[config.mk]
export PLATFORM = sky130hd
export DESIGN_NAME = hazard_ctrl
export DESIGN_NICKNAME = d
export VERILOG_FILES = /design/src/rtl/hazard_ctrl.sv
export SDC_FILE = /design/constraint.sdc
export NUM_CORES = 1
export LEC_CHECK = 0
export CORE_MARGIN = 2
export CORE_UTILIZATION = 53
export CTS_CLUSTER_SIZE = 14
export DETAILED_ROUTE_END_ITERATION = 10
export PLACE_DENSITY = 0.9
export SYNTH_ARGS = -nofsm -noshare
export SYNTH_HDL_FRONTEND = slang
export SYNTH_SLANG_ARGS = --single-unit
[constraint.sdc]
create_clock -name clk -period 3.9 [get_ports clk]
set_clock_uncertainty 0.2 [all_clocks]
set_input_delay 0.975 -clock clk [delete_from_list [all_inputs] [get_ports clk]]
set_output_delay 0.975 -clock clk [all_outputs]
set_load 0.02 [all_outputs]
[src/rtl/hazard_ctrl.sv]
// D-stage hazard unit: tracks in-flight destinations in E/M/W, decides stalls, picks
// forwarding sources for D and E operands, and blocks HI/LO users while mult/div runs.
module hazard_ctrl #(
    parameter int MULT_CYCLES = 5,
    parameter int DIV_CYCLES  = 10,
    parameter int CNT_W       = 4
) (
    input  logic       clk,
    input  logic       reset,
    input  logic [4:0] d_rs,
    input  logic [4:0] d_rt,
    input  logic [1:0] d_tuse_rs,
    input  logic [1:0] d_tuse_rt,
    input  logic [4:0] d_a3,
    input  logic [1:0] d_tnew,
    input  logic       d_md_start,
    input  logic       d_md_div,
    input  logic       d_hilo_use,
    output logic       stall,
    output logic [1:0] fwd_d_rs,
    output logic [1:0] fwd_d_rt,
    output logic [1:0] fwd_e_rs,
    output logic [1:0] fwd_e_rt,
    output logic       md_busy
);

    localparam logic [CNT_W-1:0] MULT_LEN = CNT_W'(MULT_CYCLES);
    localparam logic [CNT_W-1:0] DIV_LEN  = CNT_W'(DIV_CYCLES);
    localparam logic [CNT_W-1:0] CNT_ONE  = CNT_W'(1);
    localparam logic [1:0]       TUSE_NONE = 2'd3;

    logic [4:0]       e_a3;
    logic [1:0]       e_tnew;
    logic [4:0]       e_rs;
    logic [4:0]       e_rt;
    logic [4:0]       m_a3;
    logic [1:0]       m_tnew;
    logic [4:0]       w_a3;
    logic [CNT_W-1:0] md_cnt;

    logic             stall_rs;
    logic             stall_rt;
    logic             md_load;

    // Nearest matching stage decides both the stall and the D-stage source, even when
    // that stage is not ready yet: an older copy of the register would be stale.
    function automatic logic [2:0] resolve_d(input logic [4:0] r, input logic [1:0] u);
        logic       hit_e;
        logic       hit_m;
        logic       hit_w;
        logic       stl;
        logic [1:0] sel;
        hit_e = (r != 5'd0) && (e_a3 == r);
        hit_m = (r != 5'd0) && (m_a3 == r);
        hit_w = (r != 5'd0) && (w_a3 == r);
        stl   = 1'b0;
        sel   = 2'd0;
        if (u != TUSE_NONE) begin
            if (hit_e) begin
                stl = (u < e_tnew);
                sel = (e_tnew == 2'd0) ? 2'd1 : 2'd0;
            end else if (hit_m) begin
                stl = (u < m_tnew);
                sel = (m_tnew == 2'd0) ? 2'd2 : 2'd0;
            end else if (hit_w) begin
                sel = 2'd3;
            end
        end
        return {stl, sel};
    endfunction

    function automatic logic [1:0] resolve_e(input logic [4:0] r);
        logic [1:0] sel;
        sel = 2'd0;
        if ((r != 5'd0) && (m_a3 == r)) begin
            sel = (m_tnew == 2'd0) ? 2'd2 : 2'd0;
        end else if ((r != 5'd0) && (w_a3 == r)) begin
            sel = 2'd3;
        end
        return sel;
    endfunction

    always_comb begin
        {stall_rs, fwd_d_rs} = resolve_d(d_rs, d_tuse_rs);
        {stall_rt, fwd_d_rt} = resolve_d(d_rt, d_tuse_rt);
        fwd_e_rs = resolve_e(e_rs);
        fwd_e_rt = resolve_e(e_rt);
        md_busy  = (md_cnt != '0);
        stall    = stall_rs | stall_rt | (d_hilo_use & md_busy);
        md_load  = d_md_start & ~stall;
    end

    // M and W keep draining during a stall; only E takes a bubble.
    always_ff @(posedge clk or posedge reset) begin
        if (reset) begin
            e_a3   <= 5'd0;
            e_tnew <= 2'd0;
            e_rs   <= 5'd0;
            e_rt   <= 5'd0;
            m_a3   <= 5'd0;
            m_tnew <= 2'd0;
            w_a3   <= 5'd0;
            md_cnt <= '0;
        end else begin
            if (stall) begin
                e_a3   <= 5'd0;
                e_tnew <= 2'd0;
                e_rs   <= 5'd0;
                e_rt   <= 5'd0;
            end else begin
                e_a3   <= d_a3;
                e_tnew <= d_tnew;
                e_rs   <= d_rs;
                e_rt   <= d_rt;
            end
            m_a3   <= e_a3;
            m_tnew <= (e_tnew == 2'd0) ? 2'd0 : e_tnew - 2'd1;
            w_a3   <= m_a3;
            if (md_load) begin
                md_cnt <= d_md_div ? DIV_LEN : MULT_LEN;
            end else if (md_busy) begin
                md_cnt <= md_cnt - CNT_ONE;
            end
        end
    end

endmodule
==> results_dict.tcl, run 1 <==
set metrics [dict create \
    status "complete, but fails checks" \
    violations "negative setup slack" \
    power_uw 1280 \
    postSynthAreaPerCell_um2 10.1 \
    grt_util_all_layers_pct 28.5 \
    p_leak_uw 0.00137 \
    ys_ff_latch 33 \
    syn-cell-area_um2 2080 \
    vias 1831 \
    drt-initial-drc-count 66 \
    post_drt_via_cell_ratio 5.62 \
    clock_latency_ps 280 \
    crit_path_end_kind "output pin" \
    power_density_nw_per_um2 445 \
    cts_tree "done" \
    wl_met2_um 3070 \
    grt_pass1_vias 1970 \
    seqCellArea_um2 826 \
    hpwl_um 3880 \
    rr_worst_depth 8 \
    antenna_found_initial 1 \
    dpl_cell_area_um2 2680 \
    wl_met1_um 2220 \
    synth_warnings 0 \
    grt_max_degree 34 \
    yosysUniqueCellTypes 39 \
    worstMarginPinSlew_ps 412 \
    synth_seq_area_share_pct 39.6 \
    wirelength_um 5720 \
    wl_per_cell_um 17.5 \
    hp-class "reg2reg" \
    hold_buffers 0 \
    clockBufferDepth 2 \
    multi_input_area_um2 1310 \
    route.detailed.drc 0 \
    ant_nets 0 \
    syn_to_final_growth_pct 38.3 \
    fin_crit_ps 3960 \
    max-cap-violations 0 \
    wl_met3_um 226 \
    critPathMaxFanout 2 \
    drive_above_1_share_pct 28.2 \
    layout_setup_ws_ps -62.8 \
    die_area_um2 4450 \
    gp_congestion 0.910 \
    start_kind "input port" \
    row_count 22 \
    min_path_cells 0 \
    initial_utilization_pct 56.1 \
    cts_made_buffers 5 \
    crit_arrival_ps 2790 \
    drv_slew 0 \
    critPathKind "in2out" \
    grt_pass1_wl_um 9090 \
    synthesis.instances 206 \
    fin_nets 309 \
    design_area_um2 2880 \
    design.core.area_um2 3720 \
    vdd_ir_drop_max_uv 304 \
    mappedNetlistNets 238 \
    overflow 0 \
    io_buffers 35 \
    clkSlewWorstSetupHoldPaths_ps 60 \
    h-tree-depth 2 \
    hold_viol 0 \
    dr.max_layer_used "met4" \
    fmax_mhz 252 \
    period_share_pct 102 \
    rsz0062_at_grt "true" \
    setup-violations-final 2 \
    cts.sinks 33 \
    fillCellCount 247 \
    relSlewSlack_pct 72.5 \
    first_pass_iters 4 \
    required_ps 2720 \
    place_ws_ps -913 \
    io_pins 36 \
    root_buffer "clkbuf_8" \
    die_h_um 66.7 \
    fp.dieW_um 66.7 \
    tns_ps -120 \
    utilization_pct 77.5 \
]
==> state kept, by name, indices dropped and copies added, names as in the netlist <==
name / flops
md_cnt: 4
e_tnew: 2
e_rs: 5
e_rt: 5
e_a3: 5
m_a3: 5
w_a3: 5
m_tnew: 2
==> per-stage QoR <==
stage / hold WS [ps] / std cells
final: 249 / 326
after floorplan: 210 / 206
after CTS: 248 / 323
after global placement: 239 / 313
after detailed placement: 235 / 313
after global routing: 266 / 326
==> cell type report <==
cell class	instances	area share, %
diodes	1	0.0869
clock buffers	7	3.00
inverters	7	0.912
multi-input cells	164	45.6
flip-flops and latches	33	28.7
well taps	48	2.09
repair buffers	66	19.7
==> synth_stat cells <==
library cell	n	area, um^2
or4_4	1	11.3
a21o_1	1	7.51
xor2_1	30	263
nor2_4	1	11.3
nor2_1	15	56.3
nor4_1	3	18.8
or3_1	1	6.26
nand2_1	9	33.8
a2111o_1	1	11.3
mux2i_1	4	40.0
and2_1	5	31.3
nor4b_1	2	17.5
clkbuf_1	1	3.75
and2_0	1	6.26
o22ai_1	1	6.26
nor2b_1	2	12.5
and3_2	8	60.1
clkbuf_2	1	5.00
nand3_4	1	17.5
dfrtp_1	33	826
o22a_1	1	8.76
nand3_1	6	30.0
o2111a_1	2	22.5
and3_1	9	56.3
and4b_4	1	13.8
a32oi_1	1	8.76
ha_1	6	75.1
a211oi_4	1	20.0
a21oi_1	5	25.0
xnor2_1	22	193
or2_2	4	25.0
mux2_4	2	30.0
a211oi_1	2	15.0
nand2b_1	2	12.5
inv_1	7	26.3
and2_2	1	7.51
or4_2	1	8.76
o21ai_0	1	5.00
nor3_1	11	55.1
==> critical path: stages <==
cell	delay, ps
buf_6	90
or4_4	550
nor2_4	130
buf_6	120
nor4_4	40
nor4_4	330
buf_4	200
mux2i_2	80
a21oi_2	120
buf_4	150
==> per-layer routing <==
layer / global-route usage (%) / vias to the layer above
met5: 0 / -
li1: - / 855
met4: 11.7 / 0
met1: 30.9 / 898
met3: 6.76 / 17
met2: 52.8 / 61
==> cell usage in the layout (no fill, tap or decap), drive strengths merged <==
master / instances
a2111o: 1
a211oi: 3
a21o: 1
a21oi: 5
a32oi: 1
and2: 7
and3: 17
and4b: 1
buf: 38
clkbuf: 8
clkdlybuf4s50: 18
dfrtp: 33
diode: 1
dlygate4sd2: 9
ha: 6
inv: 7
mux2: 2
mux2i: 4
nand2: 9
nand2b: 2
nand3: 7
nor2: 16
nor2b: 2
nor3: 11
nor4: 3
nor4b: 2
o2111a: 2
o21ai: 1
o22a: 1
o22ai: 1
or2: 4
or3: 1
or4: 2
xnor2: 22
xor2: 30
==> worst paths after layout <==
path	from	slack [ps]	endpoint
max in group asynchronous	reset	2330	e_rs[1]
min reg2reg	e_a3[3]	250	m_a3[3]
max reg2reg	e_a3[0]	1310	md_cnt[1]
max	d_rs[1]	-60	fwd_d_rs[0]
min in group asynchronous	reset	870	e_a3[2]
min	e_a3[3]	250	m_a3[3]
==> timing repair <==
| item | 4_1_cts | 5_1_grt |
|---|---|---|
| endpoints found under the setup margin | 5 | 4 |
| resized for setup | 56 | 12 |
| pin swaps | 9 | 6 |
| setup buffers | 3 | 2 |
==> power by group <==
part	switching [uW]	internal [uW]	total, uW
sequential	78.0	408	486
clock	117	140	257
combinational	261	277	539
==> kinds of logic after synthesis <==
| kind of cell | synth area share, % |
|---|---|
| simple gates | 23.6 |
| fa+ha+maj | 3.60 |
| buf+inv | 1.68 |
| xor+xnor | 21.9 |
| compound gates | 6.25 |
| mux | 3.36 |
| flops | 39.6 |
Power figures use the tool's default switching activity.
==> inputs of run 2 (changes only) <==
Settings changed: CTS_CLUSTER_SIZE 14 to not set.
==> results of run 2 <==
Final layout, timing and power as in run 1 (identical DEF).
==> inputs of run 3 (changes only) <==
Settings changed: HOLD_SLACK_MARGIN set to 0.1.
==> results of run 3 <==
Final layout, timing and power as in run 1 (identical DEF).
